<file path="src/rtl/mnk_game.sv">
// mnk_game: two-player N x N board referee, K marks in a line to win.
// Define MOVE_TIMEOUT_EN to add a per-turn move timer of TIMEOUT cycles.
module mnk_game #(
  parameter int N = 3,
  parameter int K = 3,
  parameter int O_FIRST = 1,
  parameter int TIMEOUT = 1000,
  localparam int CELLS = N * N,
  localparam int PW = $clog2(CELLS)
) (
  input  logic              clk,
  input  logic              rst,
  input  logic              playX,
  input  logic              playO,
  input  logic [PW-1:0]     playerX_position,
  input  logic [PW-1:0]     playerO_position,
  output logic [2*CELLS-1:0] board,
  output logic [1:0]        who,
  output logic              turn,
  output logic              game_over,
  output logic              illegal
);

  typedef enum logic [1:0] {
    X_TURN,
    O_TURN,
    CHECK,
    OVER
  } state_t;

  state_t state, state_n;

  logic [2*CELLS-1:0] board_n;
  logic [1:0] who_n;
  logic turn_n;
  logic illegal_n;

  logic x_q, x_q2, o_q, o_q2;
  logic [PW-1:0] xpos_q, opos_q;

  logic req, accept, win, full;
  logic [1:0] code;
  logic [PW-1:0] pos;

  function automatic logic [1:0] cell_at(
    input logic [2*CELLS-1:0] b,
    input int r,
    input int s
  );
    if (r < 0 || r >= N || s < 0 || s >= N)
      return 2'b00;
    return b[2*(r*N+s) +: 2];
  endfunction

  // Every cell is tried as the start of all four line directions;
  // runs that leave the board read as empty and so never match.
  function automatic logic line_win(
    input logic [2*CELLS-1:0] b,
    input logic [1:0] c
  );
    logic h, v, d, a, w;
    w = 1'b0;
    for (int r = 0; r < N; r++) begin
      for (int s = 0; s < N; s++) begin
        h = 1'b1;
        v = 1'b1;
        d = 1'b1;
        a = 1'b1;
        for (int i = 0; i < K; i++) begin
          h &= (cell_at(b, r, s + i) == c);
          v &= (cell_at(b, r + i, s) == c);
          d &= (cell_at(b, r + i, s + i) == c);
          a &= (cell_at(b, r + i, s - i) == c);
        end
        w |= h | v | d | a;
      end
    end
    return w;
  endfunction

`ifdef MOVE_TIMEOUT_EN
  localparam int CW = $clog2(TIMEOUT + 1);
  logic [CW-1:0] cnt, cnt_n;
  logic expire;
  assign expire = (int'(cnt) == TIMEOUT - 1);
`else
  logic unused_tmo;
  assign unused_tmo = ^TIMEOUT;
`endif

  assign game_over = |who;

  always_comb begin
    full = 1'b1;
    for (int i = 0; i < CELLS; i++)
      if (board[2*i +: 2] == 2'b00)
        full = 1'b0;
  end

  always_comb begin
    code = turn ? 2'b10 : 2'b01;
    req = turn ? (o_q & ~o_q2) : (x_q & ~x_q2);
    pos = turn ? opos_q : xpos_q;
    accept = req && (int'(pos) < CELLS) &&
      (cell_at(board, int'(pos) / N, int'(pos) % N) == 2'b00);
  end

  assign win = line_win(board, code);

  always_comb begin
    state_n = state;
    board_n = board;
    who_n = who;
    turn_n = turn;
    illegal_n = 1'b0;
`ifdef MOVE_TIMEOUT_EN
    cnt_n = cnt;
`endif
    unique case (state)
      X_TURN, O_TURN: begin
        if (accept) begin
          board_n[2*int'(pos) +: 2] = code;
          state_n = CHECK;
`ifdef MOVE_TIMEOUT_EN
          cnt_n = '0;
`endif
        end else begin
          illegal_n = req;
`ifdef MOVE_TIMEOUT_EN
          if (expire) begin
            who_n = turn ? 2'b01 : 2'b10;
            state_n = OVER;
          end else begin
            cnt_n = cnt + 1'b1;
          end
`endif
        end
      end
      CHECK: begin
        if (win) begin
          who_n = code;
          state_n = OVER;
        end else if (full) begin
          who_n = 2'b11;
          state_n = OVER;
        end else begin
          turn_n = ~turn;
          state_n = turn ? X_TURN : O_TURN;
        end
      end
      OVER: begin
        state_n = OVER;
      end
      default: state_n = state;
    endcase
  end

  always_ff @(posedge clk) begin
    if (rst) begin
      state <= (O_FIRST != 0) ? O_TURN : X_TURN;
      board <= '0;
      who <= 2'b00;
      turn <= (O_FIRST != 0);
      illegal <= 1'b0;
      x_q <= 1'b0;
      x_q2 <= 1'b0;
      o_q <= 1'b0;
      o_q2 <= 1'b0;
      xpos_q <= '0;
      opos_q <= '0;
`ifdef MOVE_TIMEOUT_EN
      cnt <= '0;
`endif
    end else begin
      state <= state_n;
      board <= board_n;
      who <= who_n;
      turn <= turn_n;
      illegal <= illegal_n;
      x_q <= playX;
      x_q2 <= x_q;
      o_q <= playO;
      o_q2 <= o_q;
      xpos_q <= playerX_position;
      opos_q <= playerO_position;
`ifdef MOVE_TIMEOUT_EN
      cnt <= cnt_n;
`endif
    end
  end

endmodule
</file>
<file path="config.mk">
export PLATFORM = sky130hd
export DESIGN_NAME = mnk_game
export DESIGN_NICKNAME = d
export VERILOG_FILES = /design/src/rtl/mnk_game.sv
export SDC_FILE = /design/constraint.sdc
export NUM_CORES = 1
export LEC_CHECK = 0
export CORE_UTILIZATION = 56
export DETAILED_ROUTE_END_ITERATION = 8
export GPL_TIMING_DRIVEN = 0
export PLACE_DENSITY = 0.81
export SLEW_MARGIN = 10
export SYNTH_ARGS = -nofsm -noshare
export SYNTH_HDL_FRONTEND = slang
export SYNTH_SLANG_ARGS = --single-unit
</file>
<file path="constraint.sdc">
create_clock -name clk -period 6.79 [get_ports clk]
set_input_delay 1.358 -clock clk [delete_from_list [all_inputs] [get_ports clk]]
set_output_delay 1.358 -clock clk [all_outputs]
set_load 0.01 [all_outputs]
</file>
=== After elaboration in Yosys (flattened, before gate mapping) ===
Cells that the tools add are included.

* $add $sub $neg: 2
* Multipliers: 1
* Divide/modulo/power cells: 2
* Magnitude comparators: 5
* Eq/ne operators: 13
* Shift-type cells: 3
* Mux-type cells: 23
* Bitwise gates (word level): 94
* Reductions and logical operators: 24

{| class="wikitable"
|+ Operators by type and width
! operator !! number
|-
| greater-or-equal comparator 32 x 3 -> 1 bit, second input constant || 2
|-
| < comparator 32 x 1 -> 1 bit, second input constant || 2
|-
| bitwise AND 1 bit || 56
|-
| negator 5 -> 33 bit || 1
|-
| variable shift 2 x 33 -> 18 bit, first input constant || 1
|-
| variable part select 2 x 33 -> 18 bit || 1
|-
| divider 5 x 3 -> 32 bit, second input constant || 1
|-
| remainder unit 5 x 3 -> 32 bit, second input constant || 1
|-
| multiplier 32 x 3 -> 31 bit, second input constant || 1
|-
| OR 1 bit || 32
|-
| variable part select 18 x 32 -> 2 bit || 1
|-
| adder 31 bit || 1
|-
| zero test 2 bit || 12
|-
| bitwise mux 18 bit || 1
|-
| == test 2 bit || 9
|-
| 2-to-1 mux 2 bit || 8
|-
| 2-to-1 mux 1 bit || 12
|-
| NOT 1 bit || 6
|-
| case mux 2 bit (3 select lines) || 1
|-
| == test 2 bit, second input constant || 2
|-
| < comparator 4 bit, second input constant || 1
|-
| 2-to-1 mux 4 bit || 1
|-
| AND reduction 2 bit || 2
|-
| OR reduction 2 bit || 2
|-
| 7 further kinds || 10
|}

* Bits in registers: 36
* Input port bits: 12
* Logic and storage cells: 178

=== Logic depth before layout (Yosys ltp) ===
* Depth in word-level cells: 17
* Gate-level depth with buffers: 27
* Mapped depth without buffers: 25

=== Worst setup path after synthesis ===
No wires, ideal clock.

* Path type: reg-to-reg
* Start point: reg turn
* End point: reg board[6]
* Library setup time: 0.121 ns
* Arrival time: 5.832 ns
* Required time: 6.669 ns
* Path slack: 0.838 ns
* Stages on the path, launching flop included: 26
* Clock period less this slack: 5.952 ns
* Path through: dfxtp_1 -> buf_6 -> mux2_2 -> ha_1 -> ha_1 -> nor3_1 -> and2_1 -> buf_6 -> inv_6 -> xnor2_1 -> ha_1 -> a211oi_1 -> o2bb2ai_4 -> mux2i_1 -> inv_1 -> ha_1 -> ha_1 -> inv_1 -> fa_1 -> mux4_2 -> o21ai_0 -> o2111ai_1 -> a221oi_1 -> o21ai_1 -> nand4_1 -> mux2_2

* Longest elaborated chain between the ends: 11
* Elaborated cells on any way between the ends: 26
* Those cells by class: 2 x add/sub; 1 x mul; 2 x div; 5 x order compare; 3 x shift; 6 x mux; 7 x reduce/logical

{| class="wikitable"
|+ RTL lines
! what !! line !! RTL
|-
| start: declaration || 19 || <nowiki>output logic turn,</nowiki>
|-
| start signal: assignment || 163 || <nowiki>turn <= (O_FIRST != 0);</nowiki>
|-
| start signal: assignment || 178 || <nowiki>turn <= turn_n;</nowiki>
|-
| parallel branches: the longest is 11 deep, another holds divider 5 x 3 -> 32 bit || n/a ||
|-
| end signal: assignment || 176 || <nowiki>board <= board_n;</nowiki>
|-
| end: declaration || 17 || <nowiki>output logic [2*CELLS-1:0] board,</nowiki>
|}

Several ways; the timed one is not identified.
A chain may end at the register's enable or synchronous reset.

=== Final worst setup path ===
Ends and elaborated chain as after synthesis.

==> metrics.md <==
| Metric | Value |
|---|---|
| Status | `finished, final reports clean` |
| Final hold violation count | `0` |
| Worst-case clock buffer depth | `2` |
| Clock Pin Slew Worst Setup and Hold Paths | `70 ps` |
| Crit path DAT | `6560 ps` |
| Yosys top cell by area | `dfxtp_1` |
| Max cap viols | `0` |
| Most frequent cell after synthesis | `nand2_1` |
| Starting density of the core | `59.7%` |
| Clk sinks | `36` |
| Layout cell share with drive strength beyond 1 | `10.4%` |
| H-tree lvl count | `2` |
| Max_slew headroom | `between 15 and 20%` |
| Worst-case reg-to-reg path depth | `25` |
| Fin util | `72.3%` |
| Pin count of the biggest net entering global routing | `13` |
| Startpoint types | `flip-flop` |
| # rows | `24` |
| Final nets | `395` |
| Post-CTS sizing | `0` |
| Seq cells post-synth | `36` |
| Hold Path Stages | `2` |
| Antenna violations before repair | `0` |
| Slew Viols, Final | `0` |
| FF/Latch Area | `approximately 720 um2` |
| Core area | `0.00444 mm2` |
| Number of buffers added on ports | `34` |
| Die X | `70.9 um` |
| HP Class | `flip-flop to flip-flop` |
| Worst reg-to-reg setup slack | `410 ps` |
| Number of synthesized flops with an enable pin | `0` |
| Full die area | `~0.0050 mm2` |
| Grt ovf | `0` |
| Synth unique cells | `66` |
| Max Freq | `157 MHz` |
| DP HPWL | `5.13 mm` |
| Total of fill cells in the finished design | `358` |
| Hold Crit Start | `x_q$_SDFF_PP0_` |
| Vias | `2522` |
| # diodes | `0` |
| Via density | `6.02` |
| Seq/Total Area, Yosys | `~27%` |
| Cell-internal power | `0.422 mW` |
| Number of global-route vias before repair | `2414` |
| CTS Buf Count | `5` |
| CP Buf/Inv Count | `5` |
| Max Fanout on Critical Path | `10` |
| Cells after synthesis | `325` |
| Crit path required time | `6970 ps` |
| Clock Power Share | `roughly a third` |
| Critical path type | `flip-flop to flip-flop` |
| Setup TNS Final | `0 ps` |
| Wire length per cell | `15.9 um` |
| Gpl congestion | `0.871` |
| CTS Root Cell | `clkbuf_8` |
| Hold path endpoint | `x_q2$_SDFF_PP0_` |
| Reg-to-reg critical path startpoint | `turn$_SDFFE_PP1P_` |
| Chip height | `70.9 um` |
| Syn-to-layout area delta | `21.0%` |
| Main synth FF type | `dfxtp_1` |
| Multi-input logic area | `0.00181 mm2` |
| Placed cells | `411` |
| Psw | `0.181 mW` |
| Critical path origin | `turn$_SDFFE_PP1P_` |
| Nature of the critical path endpoint | `flip-flop` |
| Critical Path Most Common Cell | `ha_1` |
| Yosys top cell area share | `27.1%` |
| Share of total power in sequential cells | `36.8%` |
| Gr usage total | `28.5%` |
| Fin cells | `approximately 420` |
| DRT Pass-1 Iters | `6` |
| Synthesized area | `roughly 0.0027 mm2` |
| Skew final | `4.01 ps` |
| Post-layout min period | `about 6400 ps` |
| First-pass GRT wire length | `11.3 mm` |
| Mapped Nets | `354` |
| Crit share post-route | `between 90 and 100%` |
| Leading cell types by total area after synthesis | `dfxtp_1, ha_1, mux2i_1, nand2_1, nor2_1` |
| Synth Warn # | `0` |
| Asr flop ratio synth | `0%` |
| Post-CTS setup buffer count | `0` |
| Sw Share | `30.0%` |
| Post-Synthesis Mean Instance Area | `8.17 um2` |
| Slowest CP cell | `fa_1` |
| Peak supply drop | `0.154 mV` |
| Final setup viols | `0` |
| Unrepaired setup endpoints after global routing | `no` |
| Critical path's largest stage delay | `between 500 and 600 ps` |
| 1st-iter DRT viols | `approximately 140` |
| Crit path max-delay family | `adder cells` |
| Logic pwr share | `29.2%` |
| Worst r2r dst | `board[6]$_SDFFE_PP0P_` |
| CTS tree | `yes` |
| DRC | `0` |
| Post-synth top cells | `nand2_1, dfxtp_1, nor2_1` |
| Worst slew pin tran | `1180 ps` |
| Final wirelength | `6.67 mm` |
| Leak Pwr | `1.22 nW` |
| Antenna viol nets, final | `0` |
| Hold_buf cts | `0` |
| Worst-skew pair later-pin latency | `290 ps` |
| Power Dens Cells | `about 190 mW/mm2` |
| I/O pin cnt | `35` |
worst max-delay path by stage:
stage / end / cells after the start
5_1_grt: board[6]$_SDFFE_PP0P_ / 25
6_report: board[6]$_SDFFE_PP0P_ / 25
2_1_floorplan: board[6]$_SDFFE_PP0P_ / 25
3_3_place_gp: board[7]$_SDFFE_PP0P_ / 25
3_5_place_dp: board[6]$_SDFFE_PP0P_ / 25
4_1_cts: board[6]$_SDFFE_PP0P_ / 25
state kept, by name (all words and copies together), names as in the netlist, 2 cells and up:
signal	count
xpos_q	4
board	18
who	2
state	2
opos_q	4
area by class of cell:
class / instances / area share (%)
Tap cell: 52 / 2.02
Sequential cell: 36 / 22.4
Buffer: 10 / 1.71
Inverter: 23 / 2.96
Clock inverter: 1 / 0.935
Timing Repair Buffer: 34 / 10.6
Multi-Input combinational cell: 256 / 56.3
Clock buffer: 7 / 3.00
routing by layer:
layer  vias to the layer above  global-route usage (%)  part of all wire (%)
li1                       1240                       -                     -
met1                      1183                    37.2                    44
met2                        84                    45.8                    48
met3                        15                    6.27                   6.5
met4                         0                    12.0                   1.7
met5                         -                       0                     0
cells by family (layout without fill, tap and decap cells):
family / Yosys count / count (layout) / share of synthesized area [%]
AO/OA/AOI/OAI: 55 / 55 / 16.2
XOR/XNOR: 6 / 6 / 1.98
adder cells (fa/ha/maj): 17 / 17 / 8.29
buffers and inverters: 33 / 75 / 5.51
flip-flops: 36 / 36 / 27.1
multiplexers: 25 / 25 / 10.7
AND/OR/NAND/NOR: 153 / 153 / 30.2
worst min-delay path, delay by kind of cell (launching register included):
kind / cells / cell delay [ps]
DFF: 1 / 300
and+or+nand+nor: 1 / 40
buffers and inverters: 1 / 60
through the flow:
stage	total power [mW]	instance area (um2)	hold WS, ps	setup WS (ps)
floorplan	0.358	2660	417	838
finish	0.603	3210	447	413
global placement	0.392	3060	425	230
global route	0.636	3210	463	44.1
detailed placement	0.396	3060	444	195
CTS	0.600	3190	454	136
placed cells by master, fill, tap and decap left out, types with 12 or more instances in the layout:
cell / instances
clkdlybuf4s50_1: 34
dfxtp_1: 36
ha_1: 15
inv_1: 20
mux2i_1: 16
nand2_1: 39
nor2_1: 29
nor2b_1: 15
nor3_1: 14
o21ai_0: 12
power groups by stage:
stage          Clock, mW  Sequential (mW)  Combinational, mW
2_1_floorplan          0            0.226              0.132
3_3_place_gp           0            0.227              0.166
3_5_place_dp           0            0.227              0.169
4_1_cts            0.207            0.222              0.171
5_1_grt            0.218            0.223              0.196
6_report           0.204            0.222              0.176
Power figures use the tool's default switching activity.
==> RTL edit 1, RTL diff (same settings) <==
Register the output `who` once more; this adds one clock of latency there. The other outputs are not delayed to match.
--- a/src/rtl/mnk_game.sv
+++ b/src/rtl/mnk_game.sv
@@ -27,6 +27,8 @@
     CHECK,
     OVER
   } state_t;
+
+  logic [1:0] who_s0;
 
   state_t state, state_n;
 
@@ -88,7 +90,7 @@
   assign unused_tmo = ^TIMEOUT;
 `endif
 
-  assign game_over = |who;
+  assign game_over = |who_s0;
 
   always_comb begin
     full = 1'b1;
@@ -110,7 +112,7 @@
   always_comb begin
     state_n = state;
     board_n = board;
-    who_n = who;
+    who_n = who_s0;
     turn_n = turn;
     illegal_n = 1'b0;
 `ifdef MOVE_TIMEOUT_EN
@@ -159,7 +161,7 @@
     if (rst) begin
       state <= (O_FIRST != 0) ? O_TURN : X_TURN;
       board <= '0;
-      who <= 2'b00;
+      who_s0 <= 2'b00;
       turn <= (O_FIRST != 0);
       illegal <= 1'b0;
       x_q <= 1'b0;
@@ -174,7 +176,7 @@
     end else begin
       state <= state_n;
       board <= board_n;
-      who <= who_n;
+      who_s0 <= who_n;
       turn <= turn_n;
       illegal <= illegal_n;
       x_q <= playX;
@@ -189,4 +191,8 @@
     end
   end
 
+  always_ff @(posedge clk) begin
+    who <= who_s0;
+  end
+
 endmodule
Function: same outputs for any inputs over 10 cycles, from zero or initial values and one cycle with rst high; that may be too few to reach the edited logic, so the function may still have changed.
==> RTL edit 1 against the unedited design <==
  * The flow now finishes with violations (DRC)
  * Wire length increased by 5.9%
  * Total power increased by 5.2%
  * Largest power group is now combinational logic
  * Core utilization decreased by 1.2 points
  * Synthesized area increased by 1.6%
  * Setup slack improved by 0.16 ns
  * Sequential cell count increased by 2
  * Critical path type unchanged
  * Hold slack got worse by 0.082 ns
  * Cell area decreased by 0.39%
==> RTL edit 1: results (changes against the unedited design) <==
| Metric | Value |
|---|---|
| Vias in the first global route | 2487 (+3.0%) |
| GR Util met3 | 0.0619 (-0.000793) |
| Metal-1 WL | 3200 µm (+9.0%) |
| First-pass DRT Iterations | 7 (+1) |
| Internal power | 0.410 mW (-2.7%) |
| Failing checks | DRC |
| Placed Cells | 426 (+3.6%) |
| Fraction of synthesized area in multiplexers | 0.0729 (-0.0341) |
| Sequential area share after synthesis | 0.282 (+0.0107) |
| Compound-Gate Fraction of Synth Area | 0.194 (+0.0323) |
| Vias post-DR | 2703 (+7.2%) |
| Max IR drop VDD | 0.140 mV (-9.0%) |
| Fill count | 396 (+11%) |
| Worst Setup EP | illegal$_SDFF_PP0_ |
| Worst hold slack | 0.365 ns (-0.0819 ns) |
| Met1 Use GR | 0.374 (+0.00256) |
| Gr usage total | 0.291 (+0.00531) |
| GP Congestion | 0.917 (+5.2%) |
| Hold Startpoint | who_s0[1]$_SDFFE_PP0P_ |
| DP Area | 0.00310 mm² (+1.3%) |
| Detailed Place HPWL | 5560 µm (+8.3%) |
| DP Worst Slack | 0.548 ns (+0.353 ns) |
| Clock skew | 0.00540 ns (+0.00139 ns) |
| Synth area leaders | dfxtp_1 (28%), ha_1 (7.4%), mux2i_1 (5.2%), nor2_1 (4.9%), nand2_1 (4.5%) |
| Crit-path max cell delay | 0.61 ns (+0.03 ns) |
| DR iter-0 viols | 141 (-1.4%) |
| Routed WL | 7060 µm (+5.9%) |
| R2R depth | 26 (+4.0%) |
| First-pass GRT wire length | 11500 µm (+2.0%) |
| LEAKAGE | 1.27 nW (+4.0%) |
| DRC | 3 (+3) |
| Worst Hold Depth | 0 (-2) |
| Synth cell types | 61 (-7.6%) |
| Synth Area in Adders | 0.0817 (-0.00127) |
| Pwr Density | 198 mW/mm² (+5.6%) |
| Met3 WL | 408 µm (-6.0%) |
| Share of layout cells above drive strength 1 | 0.0890 (-0.0145) |
| Post-Syn Area per Cell | 7.93 µm² (-2.9%) |
| WP data arrival | 6.37 ns (-0.19 ns) |
| Status | finished with violations |
| Via density | 6.23 (+3.5%) |
| Most common library cells after synthesis | dfxtp_1 (38), nor2_1 (35), nand2_1 (32) |
| Seq pwr share | 0.373 (+0.005) |
| Nets@finish | 410 (+3.8%) |
[RTL edit 1: changes by cell type in the layout (fill, tap and decap cells not counted), sizes merged, moves of 4 or more]
cell | unedited run | this run
or2 | 2 | 9
inv | 21 | 16
a21oi | 3 | 16
nor2 | 29 | 35
mux2 | 7 | 3
nand2 | 39 | 32
[RTL edit 1: cell type report]
cell class	instances	area (µm²)	share of cell area
Buffer	10	43.8	0.0137
Clock buffer	6	82.6	0.0258
Clock inverter	2	12.5	0.00391
Inverter	17	63.8	0.0199
Multi-Input combinational cell	275	1830	0.572
Sequential cell	38	761	0.238
Tap cell	52	65.1	0.0203
Timing Repair Buffer	34	340	0.106
[RTL edit 1: cells by family after synthesis]
logic type,after synthesis
AOI/OAI and AO/OA,75
xor gates and xnor gates,4
adders and majority gates,17
buffers and inverters,27
DFF,38
muxes,18
and+or+nand+nor,161
[RTL edit 1: repair_timing]
item,4_1_cts,5_1_grt
endpoints found under the setup margin,0,1
resized for setup,0,1
hold endpoints to repair,0,0
==> RTL edit 2, RTL diff (same settings) <==
Without the edit above. The parameter `K` goes from 3 to 2.
--- a/src/rtl/mnk_game.sv
+++ b/src/rtl/mnk_game.sv
@@ -2,7 +2,7 @@
 // Define MOVE_TIMEOUT_EN to add a per-turn move timer of TIMEOUT cycles.
 module mnk_game #(
   parameter int N = 3,
-  parameter int K = 3,
+  parameter int K = 2,
   parameter int O_FIRST = 1,
   parameter int TIMEOUT = 1000,
   localparam int CELLS = N * N,
Formal check against the unedited RTL: not equivalent (a bounded check fails within 10 cycles, from zero or initial values and one cycle with rst high).
==> RTL edit 2 against the unedited design <==
  * The flow now finishes with violations (DRC)
  * Core utilization up 0.44 points
  * Cell area up 1.3%
  * Die area up 0.23%
  * Via count up 4.8%
  * Total power up 15%
  * First-iteration DRC count up 26%
  * Wire length up 0.61%
  * Sequential cell count unchanged
  * Synthesized area up 0.24%
  * Clock skew up 0.0092 ns
  * Hold slack better by 0.018 ns
  * Setup slack worse by 0.15 ns
  * Critical path depth up 5
  * Largest cell class unchanged
  * Highest routed layer unchanged
==> RTL edit 2: results (changes against the unedited design) <==
| Metric | Value |
|---|---|
| Status | finished with violations |
| Failing checks | DRC |
| Avg WL per Cell | 16.0 µm (+0.38%) |
| Reg2reg setup slack | 0.26 ns (-0.15 ns) |
| R2R depth | 30 (+20%) |
| Clock skew | 0.0132 ns (+0.00922 ns) |
| Detailed Place HPWL | 5140 µm (about the same) |
| Max IR drop VDD | 0.176 mV (+14%) |
| Worst hold slack | 0.465 ns (+0.0181 ns) |
| Fraction of synthesized area in multiplexers | 0.0531 (-0.0538) |
| Most common library cells after synthesis | dfxtp_1 (36), nand2_1 (27), nor2b_1 (19) |
| Vias in the first global route | 2391 (-0.95%) |
| Met2 track demand over resource | 0.459 (+0.00107) |
| Met1 Use GR | 0.350 (-0.0219) |
| Routed WL | 6710 µm (+0.61%) |
| Placed Cells | 410 (-0.24%) |
| Synth Area in Adders | 0.0903 (+0.00733) |
| DP Worst Slack | -0.314 ns (-0.510 ns) |
| DP Area | 0.00306 mm² (-0.12%) |
| GR Util met3 | 0.0613 (-0.00142) |
| Rel. slew slack | 0.500 (+0.307) |
| Metal-1 WL | 2850 µm (-3.1%) |
| Synth area leaders | dfxtp_1 (27%), ha_1 (7.5%), mux2i_1 (4.9%), nor2b_1 (4.5%), nand2_1 (3.8%) |
| DR iter-0 viols | 180 (+26%) |
| Synth cell types | 63 (-4.5%) |
| Nets@finish | 397 (+0.51%) |
| Tmin final | 6.53 ns (+0.151 ns) |
| DRC | 4 (+4) |
| I/O Buffers | 33 (-2.9%) |
| Via density | 6.30 (+4.6%) |
| Gr usage total | 0.279 (-0.00661) |
| Sequential area share after synthesis | 0.271 (-0.000638) |
| First-pass DRT Iterations | 7 (+1) |
| Share of layout cells above drive strength 1 | 0.120 (+0.0160) |
-- RTL edit 2: changes by cell type in the layout (fill, tap and decap cells not counted), sizes merged, moves of 4 or more --
cell / before / now
mux2: 7 / 1
nand2: 39 / 27
a31oi: 2 / 6
a21oi: 3 / 15
a31o: 0 / 4
nor2: 29 / 17
inv: 21 / 14
nor2b: 15 / 19
-- RTL edit 2: power breakdown --
| group | total (mW) | switching [mW] | internal [mW] |
|---|---|---|---|
| combinational | 0.285 | 0.161 | 0.125 |
| sequential | 0.224 | 0.00596 | 0.218 |
| clock | 0.183 | 0.0738 | 0.109 |
| total | 0.692 | 0.240 | 0.451 |
-- RTL edit 2: final cells by class --
class,count,area (µm²)
repair buffers,36,350
clock inverters,2,35.0
clock buffers,6,72.6
well taps,52,65.1
flip-flops and latches,36,723
inverters,14,52.6
multi-input cells,260,1880
plain buffers,14,72.6
fillers,354,1220
